==> src/rtl/serial_mag_comparator_if.sv <==
// Request/result bundle for the bit-serial magnitude comparator.
// The requester drives start and the operands; the comparator drives status and result flags.
interface serial_mag_comparator_if #(
  parameter int WIDTH = 8
);
  logic             start;
  logic [WIDTH-1:0] a;
  logic [WIDTH-1:0] b;
  logic             busy;
  logic             done;
  logic             smaller;
  logic             equal;
  logic             greater;

  modport master (
    output start, a, b,
    input  busy, done, smaller, equal, greater
  );

  modport slave (
    input  start, a, b,
    output busy, done, smaller, equal, greater
  );
endinterface

==> src/rtl/serial_mag_comparator.sv <==
// Bit-serial unsigned magnitude comparator: captures two words, walks them MSB-first one bit
// per clock, stops at the first differing bit and reports a sticky smaller/equal/greater result.
module serial_mag_comparator #(
  parameter int WIDTH = 8
) (
  input  logic                    clk,
  input  logic                    reset,
  serial_mag_comparator_if.slave  bus
);

  localparam int IDX_W = (WIDTH > 1) ? $clog2(WIDTH) : 1;

  typedef enum logic [1:0] {
    IDLE    = 2'd0,
    COMPARE = 2'd1,
    DONE    = 2'd2
  } state_t;

  state_t             state_q;
  logic [WIDTH-1:0]   a_q;
  logic [WIDTH-1:0]   b_q;
  logic [IDX_W-1:0]   idx_q;
  logic               busy_q;
  logic               done_q;
  logic               smaller_q;
  logic               equal_q;
  logic               greater_q;

  // Operands are shifted left so the bit under test is always the MSB;
  // idx_q only counts the remaining bits so the equal exit happens at bit 0.
  logic [WIDTH-1:0]   a_d;
  logic [WIDTH-1:0]   b_d;
  logic [IDX_W-1:0]   idx_d;
  logic               a_bit;
  logic               b_bit;

  assign a_d   = a_q << 1;
  assign b_d   = b_q << 1;
  assign idx_d = idx_q - 1'b1;
  assign a_bit = a_q[WIDTH-1];
  assign b_bit = b_q[WIDTH-1];

  always_ff @(posedge clk or posedge reset) begin
    if (reset) begin
      state_q   <= IDLE;
      a_q       <= '0;
      b_q       <= '0;
      idx_q     <= '0;
      busy_q    <= 1'b0;
      done_q    <= 1'b0;
      smaller_q <= 1'b0;
      equal_q   <= 1'b0;
      greater_q <= 1'b0;
    end else begin
      done_q <= 1'b0;
      case (state_q)
        IDLE: begin
          if (bus.start) begin
            a_q       <= bus.a;
            b_q       <= bus.b;
            idx_q     <= IDX_W'(WIDTH - 1);
            smaller_q <= 1'b0;
            equal_q   <= 1'b0;
            greater_q <= 1'b0;
            busy_q    <= 1'b1;
            state_q   <= COMPARE;
          end
        end
        COMPARE: begin
          if (a_bit && !b_bit) begin
            greater_q <= 1'b1;
            busy_q    <= 1'b0;
            done_q    <= 1'b1;
            state_q   <= DONE;
          end else if (!a_bit && b_bit) begin
            smaller_q <= 1'b1;
            busy_q    <= 1'b0;
            done_q    <= 1'b1;
            state_q   <= DONE;
          end else if (idx_q == '0) begin
            equal_q   <= 1'b1;
            busy_q    <= 1'b0;
            done_q    <= 1'b1;
            state_q   <= DONE;
          end else begin
            idx_q <= idx_d;
            a_q   <= a_d;
            b_q   <= b_d;
          end
        end
        DONE: begin
          state_q <= IDLE;
        end
        default: begin
          state_q <= IDLE;
        end
      endcase
    end
  end

  assign bus.busy    = busy_q;
  assign bus.done    = done_q;
  assign bus.smaller = smaller_q;
  assign bus.equal   = equal_q;
  assign bus.greater = greater_q;

endmodule
==> src/flat_wrapper.sv <==
// flat-port wrapper written by rule: the top's interface ports become plain ports
module serial_mag_comparator_flat 
#(
  parameter int WIDTH = 8
)
  (clk, reset, bus_start, bus_a, bus_b, bus_busy, bus_done, bus_smaller, bus_equal, bus_greater);
  serial_mag_comparator_if #(.WIDTH(WIDTH)) bus_i ();
  input  logic clk;
  input  logic reset;
  input wire logic [$bits(bus_i.start)-1:0] bus_start;
  input wire logic [$bits(bus_i.a)-1:0] bus_a;
  input wire logic [$bits(bus_i.b)-1:0] bus_b;
  output wire logic [$bits(bus_i.busy)-1:0] bus_busy;
  output wire logic [$bits(bus_i.done)-1:0] bus_done;
  output wire logic [$bits(bus_i.smaller)-1:0] bus_smaller;
  output wire logic [$bits(bus_i.equal)-1:0] bus_equal;
  output wire logic [$bits(bus_i.greater)-1:0] bus_greater;
  assign bus_i.start = bus_start;
  assign bus_i.a = bus_a;
  assign bus_i.b = bus_b;
  assign bus_busy = bus_i.busy;
  assign bus_done = bus_i.done;
  assign bus_smaller = bus_i.smaller;
  assign bus_equal = bus_i.equal;
  assign bus_greater = bus_i.greater;
  serial_mag_comparator #(.WIDTH(WIDTH)) u_core (.clk(clk), .reset(reset), .bus(bus_i));
endmodule
==> config.mk <==
export PLATFORM = sky130hd
export DESIGN_NAME = serial_mag_comparator_flat
export DESIGN_NICKNAME = d
export VERILOG_FILES = /design/src/rtl/serial_mag_comparator_if.sv /design/src/rtl/serial_mag_comparator.sv /design/src/flat_wrapper.sv
export SDC_FILE = /design/constraint.sdc
export NUM_CORES = 1
export LEC_CHECK = 0
export ABC_CLOCK_PERIOD_IN_PS = 3500
export CAP_MARGIN = 20
export CORE_ASPECT_RATIO = 0.9
export CORE_MARGIN = 1.5
export CORE_UTILIZATION = 54
export DETAILED_ROUTE_END_ITERATION = 8
export GPL_ROUTABILITY_DRIVEN = 0
export GPL_TIMING_DRIVEN = 0
export PLACE_DENSITY = 0.82
export SKIP_LAST_GASP = 1
export SLEW_MARGIN = 20
export SYNTH_ARGS = -nofsm -noshare
export SYNTH_HDL_FRONTEND = slang
export SYNTH_SLANG_ARGS = --single-unit
==> constraint.sdc <==
create_clock -name clk -period 3.5 [get_ports clk]
set_input_delay 1.05 -clock clk [delete_from_list [all_inputs] [get_ports clk]]
set_output_delay 1.05 -clock clk [all_outputs]
set_load 0.02 [all_outputs]
# Word level (Yosys, flattened, before mapping)
# Index checks and enable logic that the tools add are counted.
[word_totals] inputBits=19 out_inout_bits=5 elab_cells=71 register_bits=26
[op_classes] add_sub_neg=1 mux=39 n_eq_ne=9 reduce_logical=13
[ops] cell="$mux 8" n=8
[ops] cell="$pmux 8 s2" n=2
[ops] cell="$mux 1" n=15
[ops] cell="$mux 3" n=4
[ops] cell="$reduce_and 5->1" n=2
[ops] cell="$mux 2" n=4
[ops] cell="$ne 2x2->1 const B" n=4
[ops] cell="$pmux 1 s2" n=4
[ops] cell="$ne 2x1->1 const B" n=3
[ops] cell="$pmux 3 s2" n=1
[ops] cell="$reduce_and 3->1" n=2
[ops] cell="$ne 4x1->1 const B" n=1
[ops] cell="$pmux 2 s2" n=1
[ops] cell="$reduce_and 4->1" n=1
[ops] cell="$logic_not 3->1" n=1
[ops] cell="$sub 3x1->3 const B" n=1
[ops] cell="$eq 2x1->1 const B" n=1
[ops] cell="$logic_and 1x1->1" n=2
[ops] cell="$logic_not 1->1" n=2
[ops] cell="$logic_not 2->1" n=1
[ops] cell="$reduce_and 2->1" n=1
[ops] cell="$reduce_bool 2->1" n=1

# Logic depth before layout (Yosys ltp)
[depth] ltp_word=5 depth_mapped=8 depth_no_buf=6

# Least setup slack after synthesis
# No wires, ideal clock.
[synth_path] path_type="input -> register" from="in bus_start" to="reg u_core.a_q[1]" t_arrival_ps=1904 path_buffers=2 setup_ps=123 path_slack_ps=1473 stages=4 cell_sequence="or3b_1 buf_6 buf_6 o221a_2"
[synth_between] elab_chain_cells=2
[synth_lines] element="start: declaration" line="flat_wrapper.sv:10" source="input wire logic [$bits(bus_i.start)-1:0] bus_start;"
[synth_lines] element="$ne 2x2->1 (no source line)"
[synth_lines] element="$reduce_and 5->1 (no source line)"
[synth_lines] element="end signal: assignment" line="serial_mag_comparator.sv:59" source="a_q <= bus.a;"
[synth_lines] element="end: declaration" line="serial_mag_comparator.sv:20" source="logic [WIDTH-1:0] a_q;"
# Every way passes these cells.
# A chain may end at the register's enable or synchronous reset.

# Final worst setup path
[layout_path] from="reg u_core.greater_q (netlist: u_core.bus.greater)" to="out bus_greater"
[layout_lines] element="start: declaration" line="serial_mag_comparator.sv:27" source="logic greater_q;"
[layout_lines] element="start signal: assignment" line="serial_mag_comparator.sv:53" source="greater_q <= 1'b0;"
[layout_lines] element="start signal: assignment" line="serial_mag_comparator.sv:64" source="greater_q <= 1'b0;"
[layout_lines] element="start signal: assignment" line="serial_mag_comparator.sv:71" source="greater_q <= 1'b1;"
[layout_lines] element="end: declaration" line="flat_wrapper.sv:17" source="output wire logic [$bits(bus_i.greater)-1:0] bus_greater;"
# No word-level cell between the ends.

==> impl_summary.md <==
Drt
The first-pass iteration count of the detailed router is 4. The violation count after the first detailed-routing iteration is 33. After detailed routing, the total wire length is 2740 µm. Detailed routing inserted a total of approximately 1,000 vias. After detailed routing, the average wire length per cell comes to roughly 16 µm. After detailed routing, the number of vias per cell comes to between 5 and 6.

After detailed routing, the number of remaining DRC violations is 0. In this run the remaining antenna-violating nets after routing total 0.

Floorplanning
In this run the vertical extent of the chip is 49.2 µm. The initial standard-cell utilization of the core is 0.582. The die footprint is ~2700 µm². The number of top-level design ports is 24. The total number of placement rows is 16. The floorplan core area is 2200 µm². The die span in x is 54.3 µm.

Power
Dividing total power by cell area gives a power density of just under 900 nW/µm². The worst voltage drop across the vdd grid is between 0.5 and 0.6 mV. The leakage component of the power is between 0.6 and 0.7 nW.

Critical path
The cell with the largest stage delay on the worst path is clkdlybuf4s50_1. Counting both buffers and inverters, the worst setup path holds a total of 1. Grouping stages by cell kind, the critical path spends the most delay in buffers and inverters. Traced cell by cell, the critical path runs through clkdlybuf4s50_1. The worst register-to-register path ends at u_core.b_q[1]. The critical path data required time is ~2.5 ns. STA classifies the critical path endpoint as an output port. Along the worst path, the maximum fanout reaches 3. The register-to-register path setup slack is ~1.5 ns.

The worst register-to-register path has a depth of 7. The worst setup path is launched from a register. The reg-to-reg critical path startpoint is u_core.idx_q[0].

The worst path arrival time is 1.33 ns. The type of the worst setup path is reg -> out. The biggest cell delay along the critical path is about 0.6 ns.

Clock network
TritonCTS built the clock tree. After clock tree synthesis, the clock-pin slew on the worst setup and hold paths is 0.13 ns. The hold buffer count at CTS is 0.

Counting every sink on the clock net gives 26. The number of setup buffers added after CTS is 0. The number of buffers created by CTS is 3. Once the clock tree was built, the resizer swapped 0 gates to a different size. The deepest clock path buffer count is 2. The later pin in the worst-skew pair is clocked with a latency of between 0.3 and 0.4 ns. CTS built an H-tree with a depth of 1.

In this run the clock root is driven by a clkbuf_4.

Global route
Entering global routing, the biggest net connects 27 pins. For this run, global-route usage on met3 was measured as 0.0399. met1 is the most crowded layer.

The global routing usage summed across all routing layers is 0.230. The first global-routing pass estimated between 4000 and 5000 µm of wire. For this run, global-route usage on met2 was measured as 0.327. The via count of the first global-routing pass is 962.

For this run the aggregate overflow at the end of global routing stands at 0. The fraction of met1 tracks used by global routing is 0.337. The number of antenna violations at the first check in global routing came to 0.

Timing
The headroom to the max-slew limit is 0.381. The actual slew at the worst max-slew pin is 0.922 ns. Setup violations remaining at the end of the flow were counted as 0. Based on the critical path, the design can be clocked at up to between 400 and 500 MHz. The period utilization is 0.680. Final hold analysis gives a worst-case slack of roughly 0.51 ns. The smallest setup slack after layout is between 1 and 1.5 ns.

In the final timing run, aggregate negative setup slack is 0 ns. The number of max-slew violations in the final report is 0. The worst clock skew is approximately 0.00099 ns. The shortest clock period the worst path allows after layout is 2.38 ns. Setup repair after global routing left no endpoint under its margin. The hold violation total from the final report is 0.

Synth
The average instance in the mapped netlist occupies between 10 and 15 µm². The proportion of synthesized chip area in sequential cells is 0.508. The cell area after synthesis is 1280 µm². By area the synthesized netlist is led by dfrtp_1 (51%), o32a_1 (7.8%), o21a_1 (5.9%).

The synthesized design contains 26 register bits. The number of warnings issued by yosys is 0. The leading area contributor after synthesis is dfrtp_1. The number of cells produced by synthesis is between 100 and 150. The post-synth net total is 140.

The netlist uses 29 different library cells. The fraction of post-synthesis cell area in the top cell type by area is 0.508.

Final layout
The most frequent standard cell in the layout excluding fill and tap cells is dfrtp_1. The area growth from synthesis to layout is 22.4%. The antenna diode instance count is 0.

In the final layout, the share of cells above drive strength 1 is 0.105. Excluding fillers, the count of instances in the completed layout stands at 170. Once layout is complete, the utilization of the core stands at 0.712. The final net count is between 150 and 200.

The library cells used most frequently in the layout, excluding fill and tap cells, are dfrtp_1 (26), clkdlybuf4s50_1 (23), o32a_1 (10), o21a_1 (10).

Flow run
The number of maximum-capacitance violations is 0.

Outcome
The flow ran to the end, and the final reports show no timing, DRC or antenna violations.

Hold path
The class of the tightest hold or removal check is reg -> reg. The depth of the worst hold-timing path is 1. The worst hold path terminates at u_core.b_q[5]. The hold path startpoint is u_core.b_q[5].

Placement
Before CTS, the worst setup slack after placement is between 0.7 and 0.8 ns. Buffers placed on the I/O ports in this run total 23. The post-detailed-placement half-perimeter wirelength is slightly below 2000 µm. The number of instances in the placed design is between 150 and 200.
[routing by layer]
metal	up-vias	wire, µm
li1	489	-
met1	483	1350
met2	30	1210
met5	-	0
met4	0	62
met3	5	111
[logic make-up after synthesis]
| family | Yosys count | synth area share |
|---|---|---|
| AO/OA/AOI/OAI | 46 | 0.272 |
| adder cells (fa/ha/maj) | 4 | 0.0391 |
| buffers and inverters | 17 | 0.0762 |
| flip-flops | 26 | 0.508 |
| multiplexers | 1 | 0.00781 |
| AND/OR/NAND/NOR | 23 | 0.0967 |
[area by class of cell]
| class | count | area [µm²] |
|---|---|---|
| inverter | 8 | 30.0 |
| clock buffer | 3 | 22.5 |
| multi-input combinational | 74 | 533 |
| fill | 179 | 634 |
| sequential | 26 | 651 |
| buffer | 9 | 67.6 |
| timing repair buffer | 23 | 230 |
| tap | 27 | 33.8 |
[state kept, by name (all words and copies together), names as in the netlist]
register and count:
u_core.bus.smaller 1, u_core.bus.busy 1, u_core.a_q 8, u_core.bus.equal 1
u_core.bus.greater 1, u_core.state_q 2, u_core.b_q 8, u_core.idx_q 3
u_core.bus.done 1
[worst max path at each step]
stage                                  start             to  cells after the start  slack (ns)
final                     u_core.bus.greater    bus_greater                      1        1.12
after global routing               bus_start  u_core.a_q[3]                      6        1.06
after CTS                 u_core.bus.greater    bus_greater                      1        1.11
after detailed placement           bus_start  u_core.a_q[3]                      6        0.77
after global placement             bus_start  u_core.a_q[4]                      6        0.80
after floorplan                    bus_start  u_core.a_q[1]                      4        1.47
[metrics by stage]
stage,total power (W),instance area [µm²]
floorplan,0.00106,1280
global placement,0.00122,1550
detailed placement,0.00127,1550
CTS,0.00140,1570
global route,0.00150,1570
finish,0.00140,1570
[synth_stat cells]
library cell	number
a21o_1	1
o21a_1	10
nor2_1	8
ha_1	4
o22ai_1	2
buf_4	2
a31oi_1	3
or3b_1	1
buf_1	1
o32a_1	10
nor2b_1	4
nor3b_1	1
mux2i_1	1
buf_6	3
a311oi_1	1
o32ai_1	2
nand2b_1	2
o221a_2	2
o2bb2ai_1	2
or2_2	1
nor3_1	2
a21oi_1	8
o21ai_2	1
inv_1	8
nand3_1	1
buf_2	3
dfrtp_1	26
o21ai_0	4
or3_1	3
[where the power goes]
group / internal [W] / total [W] / switching (W)
clock: 0.0000405 / 0.000128 / 0.0000874
sequential: 0.000439 / 0.000521 / 0.0000819
combinational: 0.000351 / 0.000750 / 0.000399
(Power assumes the default switching activity.)
